[src/rtl/alu_arbiter_pkg.sv]
// Shared types for the two-port arbitrated add/sub unit.
package alu_arbiter_pkg;

  typedef enum logic [1:0] {
    IDLE = 2'd0,
    EXEC = 2'd1,
    RESP = 2'd2
  } state_e;

  localparam logic OP_ADD = 1'b0;
  localparam logic OP_SUB = 1'b1;

endpackage

[src/rtl/alu_arbiter_arith_unit.sv]
// Combinational add/sub with signed overflow; ALU_ARBITER_SAT_EN clamps
// overflowing results to the signed limits instead of wrapping.
module arith_unit
  import alu_arbiter_pkg::*;
#(
  parameter int WIDTH = 8
) (
  input  logic [WIDTH-1:0] a,
  input  logic [WIDTH-1:0] b,
  input  logic             sub,
  output logic [WIDTH-1:0] result,
  output logic             ovf
);

  logic [WIDTH-1:0] raw;
  logic             sign_a;
  logic             sign_b;
  logic             sign_r;

  always_comb begin
    raw    = (sub == OP_ADD) ? a + b : a - b;
    sign_a = a[WIDTH-1];
    sign_b = b[WIDTH-1];
    sign_r = raw[WIDTH-1];
    if (sub == OP_SUB) ovf = (sign_a != sign_b) && (sign_r != sign_a);
    else               ovf = (sign_a == sign_b) && (sign_r != sign_a);
`ifdef ALU_ARBITER_SAT_EN
    // On overflow the true result always carries the sign of A.
    if (ovf) result = sign_a ? {1'b1, {(WIDTH-1){1'b0}}} : {1'b0, {(WIDTH-1){1'b1}}};
    else     result = raw;
`else
    result = raw;
`endif
  end

endmodule

[src/rtl/alu_arbiter.sv]
// Two-requester round-robin arbiter in front of a single add/sub unit.
// Optional saturation is selected with macro ALU_ARBITER_SAT_EN (see arith_unit).
//   state | meaning
//   IDLE  | arbitrate, accept one request
//   EXEC  | compute and register result/overflow
//   RESP  | hold response until consumer accepts
module alu_arbiter
  import alu_arbiter_pkg::*;
#(
  parameter int WIDTH = 8
) (
  input  logic                  clk,
  input  logic                  rst_n,
  input  logic [1:0]            req_valid,
  output logic [1:0]            req_ready,
  input  logic [1:0][WIDTH-1:0] req_a,
  input  logic [1:0][WIDTH-1:0] req_b,
  input  logic [1:0]            req_sub,
  output logic                  rsp_valid,
  input  logic                  rsp_ready,
  output logic                  rsp_id,
  output logic [WIDTH-1:0]      rsp_result,
  output logic                  rsp_ovf
);

  state_e           state_q, state_d;
  logic             last_grant_q, last_grant_d;
  logic [WIDTH-1:0] a_q, a_d;
  logic [WIDTH-1:0] b_q, b_d;
  logic             sub_q, sub_d;
  logic             id_q, id_d;
  logic [WIDTH-1:0] result_q, result_d;
  logic             ovf_q, ovf_d;
  logic             grant_id;
  logic [WIDTH-1:0] alu_result;
  logic             alu_ovf;

  arith_unit #(.WIDTH(WIDTH)) u_arith (
    .a      (a_q),
    .b      (b_q),
    .sub    (sub_q),
    .result (alu_result),
    .ovf    (alu_ovf)
  );

  // On a tie the requester that did not win last time gets the grant.
  always_comb begin
    grant_id  = (req_valid == 2'b11) ? ~last_grant_q : req_valid[1];
    req_ready = 2'b00;
    if (rst_n && (state_q == IDLE) && (req_valid != 2'b00)) req_ready[grant_id] = 1'b1;
  end

  always_comb begin
    state_d      = state_q;
    last_grant_d = last_grant_q;
    a_d          = a_q;
    b_d          = b_q;
    sub_d        = sub_q;
    id_d         = id_q;
    result_d     = result_q;
    ovf_d        = ovf_q;
    case (state_q)
      IDLE: begin
        if ((req_valid & req_ready) != 2'b00) begin
          a_d          = req_a[grant_id];
          b_d          = req_b[grant_id];
          sub_d        = req_sub[grant_id];
          id_d         = grant_id;
          last_grant_d = grant_id;
          state_d      = EXEC;
        end
      end
      EXEC: begin
        result_d = alu_result;
        ovf_d    = alu_ovf;
        state_d  = RESP;
      end
      RESP: begin
        if (rsp_ready) state_d = IDLE;
      end
      default: state_d = IDLE;
    endcase
  end

  always_ff @(posedge clk or negedge rst_n) begin
    if (!rst_n) begin
      state_q      <= IDLE;
      last_grant_q <= 1'b1;
      a_q          <= '0;
      b_q          <= '0;
      sub_q        <= 1'b0;
      id_q         <= 1'b0;
      result_q     <= '0;
      ovf_q        <= 1'b0;
    end else begin
      state_q      <= state_d;
      last_grant_q <= last_grant_d;
      a_q          <= a_d;
      b_q          <= b_d;
      sub_q        <= sub_d;
      id_q         <= id_d;
      result_q     <= result_d;
      ovf_q        <= ovf_d;
    end
  end

  assign rsp_valid  = (state_q == RESP);
  assign rsp_id     = id_q;
  assign rsp_result = result_q;
  assign rsp_ovf    = ovf_q;

endmodule

[config.mk]
export PLATFORM = sky130hd
export DESIGN_NAME = alu_arbiter
export DESIGN_NICKNAME = d
export VERILOG_FILES = /design/src/rtl/alu_arbiter_pkg.sv /design/src/rtl/alu_arbiter_arith_unit.sv /design/src/rtl/alu_arbiter.sv
export SDC_FILE = /design/constraint.sdc
export NUM_CORES = 1
export LEC_CHECK = 0
export CAP_MARGIN = 0
export CORE_MARGIN = 4
export CORE_UTILIZATION = 45
export DETAILED_ROUTE_END_ITERATION = 16
export PLACE_DENSITY_LB_ADDON = 0.15
export SKIP_LAST_GASP = 1
export SLEW_MARGIN = 40
export SYNTH_ARGS = -nofsm -noshare
export SYNTH_HDL_FRONTEND = slang
export SYNTH_SLANG_ARGS = --single-unit
[constraint.sdc]
create_clock -name clk -period 2.4 [get_ports clk]
set_clock_uncertainty 0.1 [all_clocks]
set_input_delay 0.48 -clock clk [delete_from_list [all_inputs] [get_ports clk]]
set_output_delay 0.48 -clock clk [all_outputs]
set_load 0.005 [all_outputs]
==> results of run 1 <==
==> timing repair <==
item,CTS,global route
gates cloned,0,0
buffers inserted,0,1
hold buffers,0,0
endpoints found under the setup margin,2,6
gates resized for setup,2,7
==> how the worst max path moves through the flow <==
stage | to | slack, ns | cells after the start
final | req_ready[1] | 0.07 | 4
after global routing | rsp_result[5] | -0.07 | 10
after floorplan | rsp_result[6] | 0.31 | 9
after CTS | req_ready[0] | 0.02 | 5
after detailed placement | req_ready[0] | -0.27 | 5
after global placement | req_ready[0] | -0.22 | 5
==> metrics by stage <==
step	total power, mW	cells	TNS, ns	utilization
after floorplan	2.41	164	0	-
after global placement	2.90	263	-0.418	0.626
after detailed placement	3.01	263	-0.514	0.626
after CTS	3.41	271	0	0.650
after global routing	3.78	272	-0.118	0.656
final	3.49	272	0	0.656
==> kinds of logic (layout without fill, tap and decap cells) <==
kind of cell	count (synthesis)	count (layout)	synth area share
AND/OR/NAND/NOR	29	29	0.0918
buffers and inverters	35	95	0.0837
adder cells (fa/ha/maj)	9	9	0.0705
XOR/XNOR	13	13	0.0756
multiplexers	2	2	0.0125
AO/OA/AOI/OAI	46	46	0.225
flip-flops	30	30	0.441
==> per-layer routing <==
metal,global-route usage,vias to the layer above
met5,0,-
met2,0.289,34
met4,0.0846,0
met3,0.0406,8
li1,-,703
met1,0.195,691
==> layout by cell type (no fill, tap or decap), drive strengths merged <==
cell           netlist  layout
a222oi              17      17
or4                  1       1
a211oi               1       1
a21o                 4       4
dfrtp               29      29
clkbuf               1       8
fa                   1       1
a21oi                6       6
nor2                 6       6
o31ai                3       3
clkdlybuf4s50        0      49
nand3                1       1
ha                   8       8
and3                 1       1
o21a                 2       2
xor2                 4       4
xnor2                9       9
dlygate4sd2          0       1
inv                 27      27
a31oi                3       3
mux2                 1       1
mux2i                1       1
buf                  7       9
o21ai               10      10
dfstp                1       1
nand2               10      10
nor3b                3       3
nand2b               4       4
dlymetal6s2s         0       1
nor3                 3       3
==> sequential cells by signal (all words and copies together), names as in the netlist <==
signal	cells
b_q	8
state_q	2
rsp_ovf	1
rsp_id	1
a_q	8
sub_q	1
last_grant_q	1
rsp_result	8
==> final cells by class <==
cell class                      instances  share of cell area
Tap cell                               48              0.0250
Inverter                               27              0.0422
Multi-Input combinational cell         99               0.345
Sequential cell                        30               0.313
Timing Repair Buffer                   60               0.241
Clock buffer                            8              0.0333
==> power by group <==
group,internal (mW),switching [mW],total (mW)
combinational,1.10,1.05,2.15
clock,0.205,0.175,0.380
sequential,0.744,0.217,0.960
==> cells in the mapped netlist (4+ instances only) <==
| cell | count |
|---|---|
| a21o_1 | 4 |
| a21oi_1 | 5 |
| a222oi_1 | 17 |
| buf_2 | 6 |
| dfrtp_1 | 29 |
| ha_1 | 8 |
| inv_1 | 27 |
| nand2_1 | 10 |
| nand2b_1 | 4 |
| nor2_1 | 6 |
| o21ai_0 | 7 |
| xnor2_1 | 9 |
==> critical path, delay by kind of cell <==
family | cells | cell delay [ns]
buffers and inverters | 2 | 0.75
AND/OR/NAND/NOR | 2 | 0.52
==> run metrics, run 1 <==
root buffer cell clkbuf_8; Die Wd 69.5 um; Met3 Wirelength 169 um; Main synth FF type dfrtp_1; CP Data Required Time 1.82 ns; max-cap violation count 0; sequence of cells on the critical path dlygate4sd2_1 -> nor3b_4 -> and3_1 -> clkdlybuf4s50_1; Mean Syn Cell Area between 10 and 15 um2; metal2 WL 2070 um; ant diodes 0; CTS tree yes; first-pass GRT wire length approximately 6500 um; Synth top area share 0.426; post-synth top area cell dfrtp_1; data arrival time of the critical path 1.75 ns; WL/cell 14.2 um; Final Hold Viols 0; Rel. slew slack 0.734; Area Growth Syn to Fin 41.0%; footprint of the multi-input gates 830 um2; Total Routing Usage GR 0.169; worst reg2reg path depth 10; Final Cycle Share 0.970; fraction of layout cells with a size suffix above 1 0.134; Final WS setup 0.0724 ns; synth warn 0; Achievable Freq approximately 430 MHz; reg2reg end rsp_result[5]; core box area around 3700 um2; ys async rst share 1.00; Final Max Slew Viols 0; placer congestion estimate between 0.8 and 0.9; number of flops mapped to enable cells by yosys 0; layout net count 271; vias 1436; Tmin final ~2.3 ns; Reg area 752 um2; fillers 311; Reg clk slew, reported paths 0.06 ns; CTS H-tree depth 2; initial antenna violation count 0; Place WS -0.275 ns; VDD IR-drop max 610 uV; clk_lat worst skew 0.28 ns; M1 wire length 1540 um; RSZ-0062 raised after global routing true; crit path launch rst_n; CTS max path bufs 2; Routed Antenna Nets 0; Iter 0 DRT Violations 117; post-synthesis register bit count 30; Syn Inst Count 164; final setup fails 0; I/O pins 52; CP max-delay cell clkdlybuf4s50_1; post-synthesis cell type count 36; CTS Sinks 30; Reg-to-Reg Start b_q[1]; sequential area share after synthesis 0.441; Crit path largest cell delay 0.51 ns; Worst Hold Class in2async; die extent in y 69.5 um; WL final between 3000 and 4000 um; reg2reg setup slack 0.12 ns; largest net degree at the start of global routing 31; Worst Path Max Fanout 2; Crit Path Category in2out; initial core utilization 0.465; clock buffer count from CTS 5; hpwl dp between 3000 and 4000 um; power density cells 1450 nW/um2; first-pass detailed-route iteration total 5; Syn Std Cell Area ~1700 um2; Max Used Layer met4; vias in the first global route 1482; syn_nets 212; leak pwr 1.12 nW; drt drc 0; Setup crit end kind primary output; cells taking the most area after synthesis dfrtp_1 (43%), a222oi_1 (10%), inv_1 (5.9%), ha_1 (5.9%), xnor2_1 (4.6%); Die Area a little under 5000 um2; status finished, final reports clean; grt total ovfl 0; CP Launch Type primary input; final hold slack 0.289 ns; fin area 2400 um2; Row Count 22; Placement Cell Area 2290 um2; Vias/cell 5.28; worst slew pin tran 0.398 ns; Port Buffers 51
No activity file was read; power rests on OpenSTA's default activity.
==> inputs of run 2 (changes only) <==
- TNS_END_PERCENT: default -> 50
- clock period: 2.4 -> 2.2 ns (I/O delays scaled with it)
==> run 2 against run 1 <==
  * The flow now finishes with violations (negative setup slack)
  * Cell area rose by 9.4%
  * Sequential share of layout area fell by 2.7 points
  * Critical path depth rose by 5
  * Setup slack got worse by 0.13 ns
  * Utilization rose by 6.2 points
  * Wire length rose by 15%
  * Sequential power rose by 8%
  * Combinational power rose by 53%
  * Flip-flop and latch count did not move
==> run metrics, run 2 (synthesis results as in run 1) <==
status complete, but fails checks; failing checks negative setup slack; vias in the first global route 1642 (+11%); initial core utilization 0.465 (unchanged); vias 1563 (+8.8%); leak pwr 1.23 nW (+9.7%); first-pass detailed-route iteration total 6 (+1); I/O pins 52 (unchanged); CTS tree yes; Final Hold Viols 0 (unchanged); Die Area 4840 um2 (unchanged); final hold slack 0.219 ns (-0.0692 ns); CP Launch Type flip-flop; Die Wd 69.5 um (unchanged); Row Count 22 (unchanged); most frequent cells in the layout clkdlybuf4s50_1 (49), buf_4 (31), dfrtp_1 (29); power density cells 1810 nW/um2 (+24%); drt drc 0 (unchanged); first-pass GRT wire length 7290 um (+13%); # hold bufs at CTS 0 (unchanged); Final WS setup -0.0596 ns (-0.132 ns); Placement Cell Area 2350 um2 (+2.3%); Routed Antenna Nets 0 (unchanged); Achievable Freq around 440 MHz; Crit Path Category reg2reg; Rel. slew slack 0.749 (+0.0141); Setup crit end kind flip-flop; clock buffer count from CTS 5 (unchanged); placer congestion estimate 0.826 (-0.46%); final setup fails 4 (+4); Final Max Slew Viols 0 (unchanged); Area Growth Syn to Fin 54.3%; Reg clk slew, reported paths 0.06 ns (about the same); Worst Hold Class in2async; fin area 2630 um2 (+9.4%); fillers 271 (-13%); Tmin final roughly 2.3 ns; root buffer cell clkbuf_8; Vias/cell 5.33 (+1.0%); CTS Sinks 30 (unchanged); VDD IR-drop max 785 uV (+29%); Final Cycle Share 1.03; footprint of the multi-input gates 897 um2 (+8.1%); layout net count 293 (+8.1%); leading cell type in the layout, fill and taps excluded clkdlybuf4s50_1; die extent in y 69.5 um (unchanged); hpwl dp 3090 um (+2.6%); largest net degree at the start of global routing 31 (unchanged); Iter 0 DRT Violations 105 (-10%); WL/cell 15.2 um (+6.8%); initial antenna violation count 0 (unchanged); data arrival time of the critical path 2.35 ns (+0.60 ns); Total Routing Usage GR 0.188 (+0.0193); RSZ-0062 raised after global routing true; CTS H-tree depth 2 (unchanged); CTS max path bufs 2 (unchanged); WL final 4440 um (+15%); CP Data Required Time 2.29 ns (+0.47 ns); Worst Path Max Fanout 4 (+2); core box area 3660 um2 (unchanged); fraction of layout cells with a size suffix above 1 0.249 (+0.115); max-cap violation count 0 (unchanged); ant diodes 0 (unchanged); grt total ovfl 0 (unchanged); Reg area 752 um2 (unchanged); worst slew pin tran 0.377 ns (-0.0211 ns); clk_lat worst skew 0.28 ns (about the same); Port Buffers 51 (unchanged)
==> run 2: cell count changes in the layout (fill, tap and decap cells not counted), sizes merged <==
cell           before  now
dlymetal6s2s        1    0
clkdlybuf4s15       0    1
clkbuf              8    7
buf                 9   31
==> run 2: path summary, 6_finish.rpt <==
kind	from	end	slack [ns]	depth (start not counted)
worst max-delay path	b_q[4]	rsp_ovf	-0.06	9
worst min-delay path	rst_n	rsp_result[6]	0.22	2
worst max register to register	b_q[4]	rsp_ovf	-0.06	9
worst min register to register	rsp_result[3]	rsp_result[3]	0.37	2
max in group asynchronous	rst_n	last_grant_q	1.46	2
min in group clk	rsp_result[3]	rsp_result[3]	0.37	2
==> run 2: area by class of cell <==
class / count / share of cell area
clock buffers: 7 / 0.0290
inverters: 27 / 0.0386
multi-input cells: 99 / 0.341
flip-flops and latches: 30 / 0.286
well taps: 48 / 0.0228
repair buffers: 82 / 0.282
==> run 2: per-stage QoR <==
step            util  std cells  total power, mW  setup slack (ns)  setup TNS, ns
2_1_floorplan      -        164             2.62             0.107              0
3_3_place_gp   0.641        270             3.35            -0.344         -0.795
3_5_place_dp   0.641        270             3.49            -0.376          -2.01
4_1_cts        0.688        286             4.18           -0.0476        -0.0866
5_1_grt        0.718        293             5.10            -0.209         -0.864
6_report       0.718        293             4.75           -0.0596         -0.164
==> run 2: per-layer routing <==
| metal | routed length [um] | vias up | track usage |
|---|---|---|---|
| met4 | 64 | 0 | 0.0672 |
| met5 | 0 | - | 0 |
| li1 | - | 744 | - |
| met2 | 2450 | 50 | 0.351 |
| met3 | 217 | 12 | 0.0464 |
| met1 | 1710 | 757 | 0.203 |
==> run 2: timing repair <==
action / CTS / global route
pin swaps: 7 / 9
resized for setup: 12 / 11
setup endpoints to repair: 7 / 7
endpoints found under the hold margin: 0 / 0
buffers inserted: 9 / 7
==> run 2: report_power, final <==
part / switching [mW] / internal [mW]
clock network: 0.190 / 0.217
registers: 0.227 / 0.811
logic: 1.50 / 1.81
total: 1.91 / 2.84
==> run 2: worst max-delay path: stages, from the launching register on <==
cell and delay, ns:
dfrtp_1 0.43, nor3_2 0.24, a31oi_1 0.13, xnor2_1 0.14, ha_1 0.34, a21oi_2 0.22
nand2_2 0.10, o21ai_4 0.21, xnor2_2 0.09, o31ai_2 0.17
